$ cat config.mk
export PLATFORM = sky130hd
export DESIGN_NAME = regfile_dump
export DESIGN_NICKNAME = d
export VERILOG_FILES = /design/src/rtl/mips_dbg_pkg.sv /design/src/rtl/dump_out_reg.sv /design/src/rtl/regfile_dump.sv
export SDC_FILE = /design/constraint.sdc
export NUM_CORES = 1
export LEC_CHECK = 0
export BUFFER_PORTS_ARGS = -buffer_cell sky130_fd_sc_hd__buf_2
export CAP_MARGIN = 30
export CORE_ASPECT_RATIO = 0.5
export CORE_UTILIZATION = 46
export DETAILED_ROUTE_END_ITERATION = 8
export PLACE_DENSITY = 0.85
export SLEW_MARGIN = 20
export SYNTH_ARGS = -nofsm -noshare
export SYNTH_HDL_FRONTEND = slang
export SYNTH_HIERARCHICAL = 1
export SYNTH_SLANG_ARGS = --single-unit
$ cat constraint.sdc
create_clock -name clk -period 1.7 [get_ports clk]
set_input_delay 0.17 -clock clk [delete_from_list [all_inputs] [get_ports clk]]
set_output_delay 0.17 -clock clk [all_outputs]
set_load 0.01 [all_outputs]
$ cat src/rtl/mips_dbg_pkg.sv
// Shared debug definitions for the MIPS core: register-file geometry and the
// dump engine FSM state encoding.
package mips_dbg_pkg;

    localparam int RF_NUM_REGS = 32;
    localparam int RF_DATA_W   = 32;
    localparam int RF_IDX_W    = 5;

    typedef enum logic [2:0] {
        ST_IDLE,
        ST_HALT,
        ST_READ,
        ST_SEND,
        ST_FIN
    } dump_state_t;

endpackage

$ cat src/rtl/dump_out_reg.sv
// Valid/ready output holding register for the register-file dump stream.
// Captured word stays stable while the consumer stalls.
module dump_out_reg #(
    parameter int DATA_W = 32,
    parameter int IDX_W  = 5
) (
    input  logic              clk,
    input  logic              rst,
    input  logic              load,
    input  logic [DATA_W-1:0] load_data,
    input  logic [IDX_W-1:0]  load_idx,
    input  logic              load_last,
    input  logic              out_ready,
    output logic              out_valid,
    output logic [DATA_W-1:0] out_data,
    output logic [IDX_W-1:0]  out_idx,
    output logic              out_last,
    output logic              fire
);

    assign fire = out_valid & out_ready;

    // Payload only moves on load; a handshake just retires the valid flag.
    always_ff @(posedge clk) begin
        if (rst) begin
            out_valid <= 1'b0;
            out_data  <= '0;
            out_idx   <= '0;
            out_last  <= 1'b0;
        end else if (load) begin
            out_valid <= 1'b1;
            out_data  <= load_data;
            out_idx   <= load_idx;
            out_last  <= load_last;
        end else if (fire) begin
            out_valid <= 1'b0;
        end
    end

endmodule

$ cat src/rtl/regfile_dump.sv
// Register-file dump engine: halts the core, streams every register with its
// index. Define REGFILE_DUMP_CSUM_EN to append an XOR checksum beat.
module regfile_dump
    import mips_dbg_pkg::*;
#(
    parameter int NUM_REGS = RF_NUM_REGS,
    parameter int DATA_W   = RF_DATA_W,
    parameter int IDX_W    = RF_IDX_W
) (
    input  logic              clk,
    input  logic              rst,
    input  logic              start,
    output logic              busy,
    output logic              core_halt,
    output logic [IDX_W-1:0]  rf_rd_addr,
    input  logic [DATA_W-1:0] rf_rd_data,
    output logic              out_valid,
    input  logic              out_ready,
    output logic [DATA_W-1:0] out_data,
    output logic [IDX_W-1:0]  out_idx,
    output logic              out_last,
    output logic              done
);

    localparam logic [IDX_W-1:0] LAST_IDX = IDX_W'(NUM_REGS - 1);

    dump_state_t       state, state_nxt;
    logic [IDX_W-1:0]  cnt, cnt_nxt;
    logic              busy_nxt;
    logic              load;
    logic              fire;
    logic [DATA_W-1:0] load_data;
    logic [IDX_W-1:0]  load_idx;
    logic              load_last;

`ifdef REGFILE_DUMP_CSUM_EN
    logic              csum_beat, csum_beat_nxt;
    logic [DATA_W-1:0] acc, acc_nxt;

    always_ff @(posedge clk) begin
        if (rst) begin
            csum_beat <= 1'b0;
            acc       <= '0;
        end else begin
            csum_beat <= csum_beat_nxt;
            acc       <= acc_nxt;
        end
    end
`endif

    always_ff @(posedge clk) begin
        if (rst) begin
            state <= ST_IDLE;
            cnt   <= '0;
            busy  <= 1'b0;
        end else begin
            state <= state_nxt;
            cnt   <= cnt_nxt;
            busy  <= busy_nxt;
        end
    end

    always_comb begin
        state_nxt = state;
        cnt_nxt   = cnt;
        busy_nxt  = busy;
        load      = 1'b0;
        load_data = rf_rd_data;
        load_idx  = cnt;
        load_last = (cnt == LAST_IDX);
`ifdef REGFILE_DUMP_CSUM_EN
        csum_beat_nxt = csum_beat;
        acc_nxt       = acc;
        load_last     = 1'b0;
`endif
        case (state)
            ST_IDLE: begin
                if (start) begin
                    state_nxt = ST_HALT;
                    busy_nxt  = 1'b1;
                    cnt_nxt   = '0;
`ifdef REGFILE_DUMP_CSUM_EN
                    csum_beat_nxt = 1'b0;
                    acc_nxt       = '0;
`endif
                end
            end
            // One dead cycle lets a core write already in flight retire.
            ST_HALT: state_nxt = ST_READ;
            ST_READ: begin
                load      = 1'b1;
                state_nxt = ST_SEND;
`ifdef REGFILE_DUMP_CSUM_EN
                if (csum_beat) begin
                    load_data = acc;
                    load_idx  = '0;
                    load_last = 1'b1;
                end else begin
                    acc_nxt = acc ^ rf_rd_data;
                end
`endif
            end
            ST_SEND: begin
                if (fire) begin
`ifdef REGFILE_DUMP_CSUM_EN
                    if (csum_beat) begin
                        state_nxt = ST_FIN;
                    end else if (cnt == LAST_IDX) begin
                        csum_beat_nxt = 1'b1;
                        state_nxt     = ST_READ;
                    end else begin
                        cnt_nxt   = cnt + 1'b1;
                        state_nxt = ST_READ;
                    end
`else
                    if (cnt == LAST_IDX) begin
                        state_nxt = ST_FIN;
                    end else begin
                        cnt_nxt   = cnt + 1'b1;
                        state_nxt = ST_READ;
                    end
`endif
                end
            end
            ST_FIN: begin
                busy_nxt  = 1'b0;
                state_nxt = ST_IDLE;
            end
            default: state_nxt = ST_IDLE;
        endcase
    end

    assign core_halt  = busy;
    assign done       = (state == ST_FIN);
    assign rf_rd_addr = cnt;

    dump_out_reg #(
        .DATA_W (DATA_W),
        .IDX_W  (IDX_W)
    ) u_out (
        .clk       (clk),
        .rst       (rst),
        .load      (load),
        .load_data (load_data),
        .load_idx  (load_idx),
        .load_last (load_last),
        .out_ready (out_ready),
        .out_valid (out_valid),
        .out_data  (out_data),
        .out_idx   (out_idx),
        .out_last  (out_last),
        .fire      (fire)
    );

endmodule

==> out/qor.txt <==
Status = completed
Critical Path Fanout Max = 9
First-pass GRT wire length = 5710 um
Area grow syn2layout = 28.1%
Tightest Pin Transition = 0.474 ns
DRT Wirelength = 3840 um
Clk_lat worst skew = 0.29 ns
Clock Tree Root = clkbuf_8
Initial DRC Count = 41
Crit path launch type = flip-flop
Max-cap check violation count = 0
Main area contributors after synthesis = dfxtp_1 51%, mux2i_1 20%, nor2_1 8.3%
Gr ovfl total = 0
RSZ-0062 raised after global routing = no
Post-place setup slack = 0.0747 ns
Core Box Area = 3920 sq um
Crit Path Class = flip-flop to flip-flop
Hpwl dp = 2810 um
Wire length per cell = 12.0 um
Final Critical Period = 1.58 ns
IO buf count = 82
Io pins = 83
Syn_nets = 223
Slew Viols, Final = 0
Via count of the routed design = 1,553
Fmax = 632 MHz
Synth warn = 6
Overall power = 2.30 mW
Ratio of final minimum period to clock period = 0.931
GPL Wtd Cong = 0.869
Number of nets with antenna violations after routing = 0
Worst Hold Class = input pin to flip-flop
Top_reg_cell synth = dfxtp_1
Most frequent cells in the layout = 82 x buf_2, 48 x dfxtp_1, 41 x nor2_1, 38 x mux2i_1, 8 x nand3_1
Ys async rst share = 0
Die width = 92.9 um
Seq/Total Area, Yosys = 0.506
# rows = 16
Max clock buf depth = 2
TNS Setup = 0 ns
Vias per inst = 4.87
GRT Util Overall = 0.172
Setup Skew = 0.00306 ns
Largest net degree at the start of global routing = 29
Worst vdd ir = 0.000408 V
CP Capture Type = flip-flop
Post-synth EDFFs = 0
Vias in the first global route = 1,322
Post-synthesis cell area = 1900 sq um
Mapped Cells = 185
Leakage = 1.13 nW
NumNets Final = 302
Post-route DRC = 0
Slew HR = 0.680
Hold Vio Cnt, Final = 0
Final Util = 0.620
Area share of the largest cell type after synthesis = 0.506
Cell area power density = 947 nW/um^2
Critical Path AT = 1.82 ns
WP data required = 1.93 ns
Count of state elements after synthesis = 48
Num Clock Sinks = 48
Diode count = 0
Die ar. = 4410 sq um
Layout cells sized above 1 = 0.362
Post-synthesis cell type count = 30
Final setup margin = 0.118 ns
Post-CTS Setup Inserts = 0
Cts hold-fix bufs = 0
H-tree Lvls = 2
CTS tree = done
Syn_area_per_cell = 10.3 sq um
Initial Utilization = 0.484
Setup-failing EPs final = 0
CTS clk-pin slew, worst paths = 0.08 ns
Die Height = 47.4 um
Most common cell after layout, fill and taps aside = buf_2
Initial antenna violation count = 0
Initial DRT Pass Iterations = 4
CTS Buf Count = 5
Yosys top cell by area = dfxtp_1
[per-layer routing]
metal	vias up	routed length, um	global-route usage
li1	788	-	-
met1	724	1650	0.197
met2	36	1960	0.315
met3	5	176	0.0444
met4	0	52	0.0923
met5	-	0	0
[cells by family after synthesis]
logic type                 synth area share
AOI/OAI and AO/OA                    0.0389
adders and majority gates            0.0132
buffers and inverters                0.0659
DFF                                   0.506
muxes                                 0.200
and+or+nand+nor                       0.176
[critical path, stage by stage, from the launching register on]
cell	delay, ns
dfxtp_1	0.36
ha_1	0.23
and3_1	0.18
ha_2	0.23
or3_1	0.38
a21oi_2	0.14
[sequential cells by signal, summed over array words and instances (netlist names)]
name	cells
busy	1
u_out/out_last	1
rf_rd_addr	5
u_out/out_valid	1
state	3
u_out/out_idx	5
u_out/out_data	32
[synth_stat cells, drive strengths merged (2+ instances only)]
cell type,instances
clkbuf,4
o211ai,3
dfxtp,48
nor3,3
nand3,8
and2,2
o2111ai,2
a21oi,6
nand4b,2
mux2i,38
buf,9
inv,4
ha,2
nor2,42
[metrics by stage]
| step | hold WS [ns] | area, sq um | std cells |
|---|---|---|---|
| 3_5_place_dp | 0.413 | 2320 | 311 |
| 2_1_floorplan | 0.317 | 1900 | 185 |
| 5_1_grt | 0.0976 | 2430 | 319 |
| 4_1_cts | 0.0954 | 2430 | 319 |
| 6_report | 0.108 | 2430 | 319 |
| 3_3_place_gp | 0.403 | 2320 | 311 |
[report_power, final]
part           internal (mW)  total [mW]  switching, mW  leakage, nW
combinational          0.148       0.300          0.151        0.682
clock                  0.436       0.798          0.362       0.0552
sequential              1.17        1.21         0.0309        0.390
total                   1.76        2.30          0.544         1.13
[worst paths after layout]
kind                                       from                 end  slack (ns)  cells past startpoint
worst max-delay path              rf_rd_addr[0]       rf_rd_addr[0]        0.12                      5
worst min-delay path             rf_rd_data[29]  u_out/out_data[29]        0.11                      3
worst max register to register    rf_rd_addr[0]       rf_rd_addr[0]        0.12                      5
worst min register to register  u_out/out_valid     u_out/out_valid        0.49                      2
[final cells by class]
cell class | count | area [sq um]
Timing Repair Buffer | 85 | 458
Tap cell | 54 | 67.6
Clock buffer | 6 | 72.6
Multi-Input combinational cell | 120 | 823
Inverter | 4 | 15.0
Fill cell | 336 | 1490
Clock inverter | 2 | 35.0
Sequential cell | 48 | 961
[timing repair]
| item | CTS | global route |
|---|---|---|
| endpoints found under the hold margin | 0 | 0 |
| resized for setup | 0 | 1 |
| endpoints found under the setup margin | 0 | 1 |
Note: power is estimated with default switching activity, not from simulation.
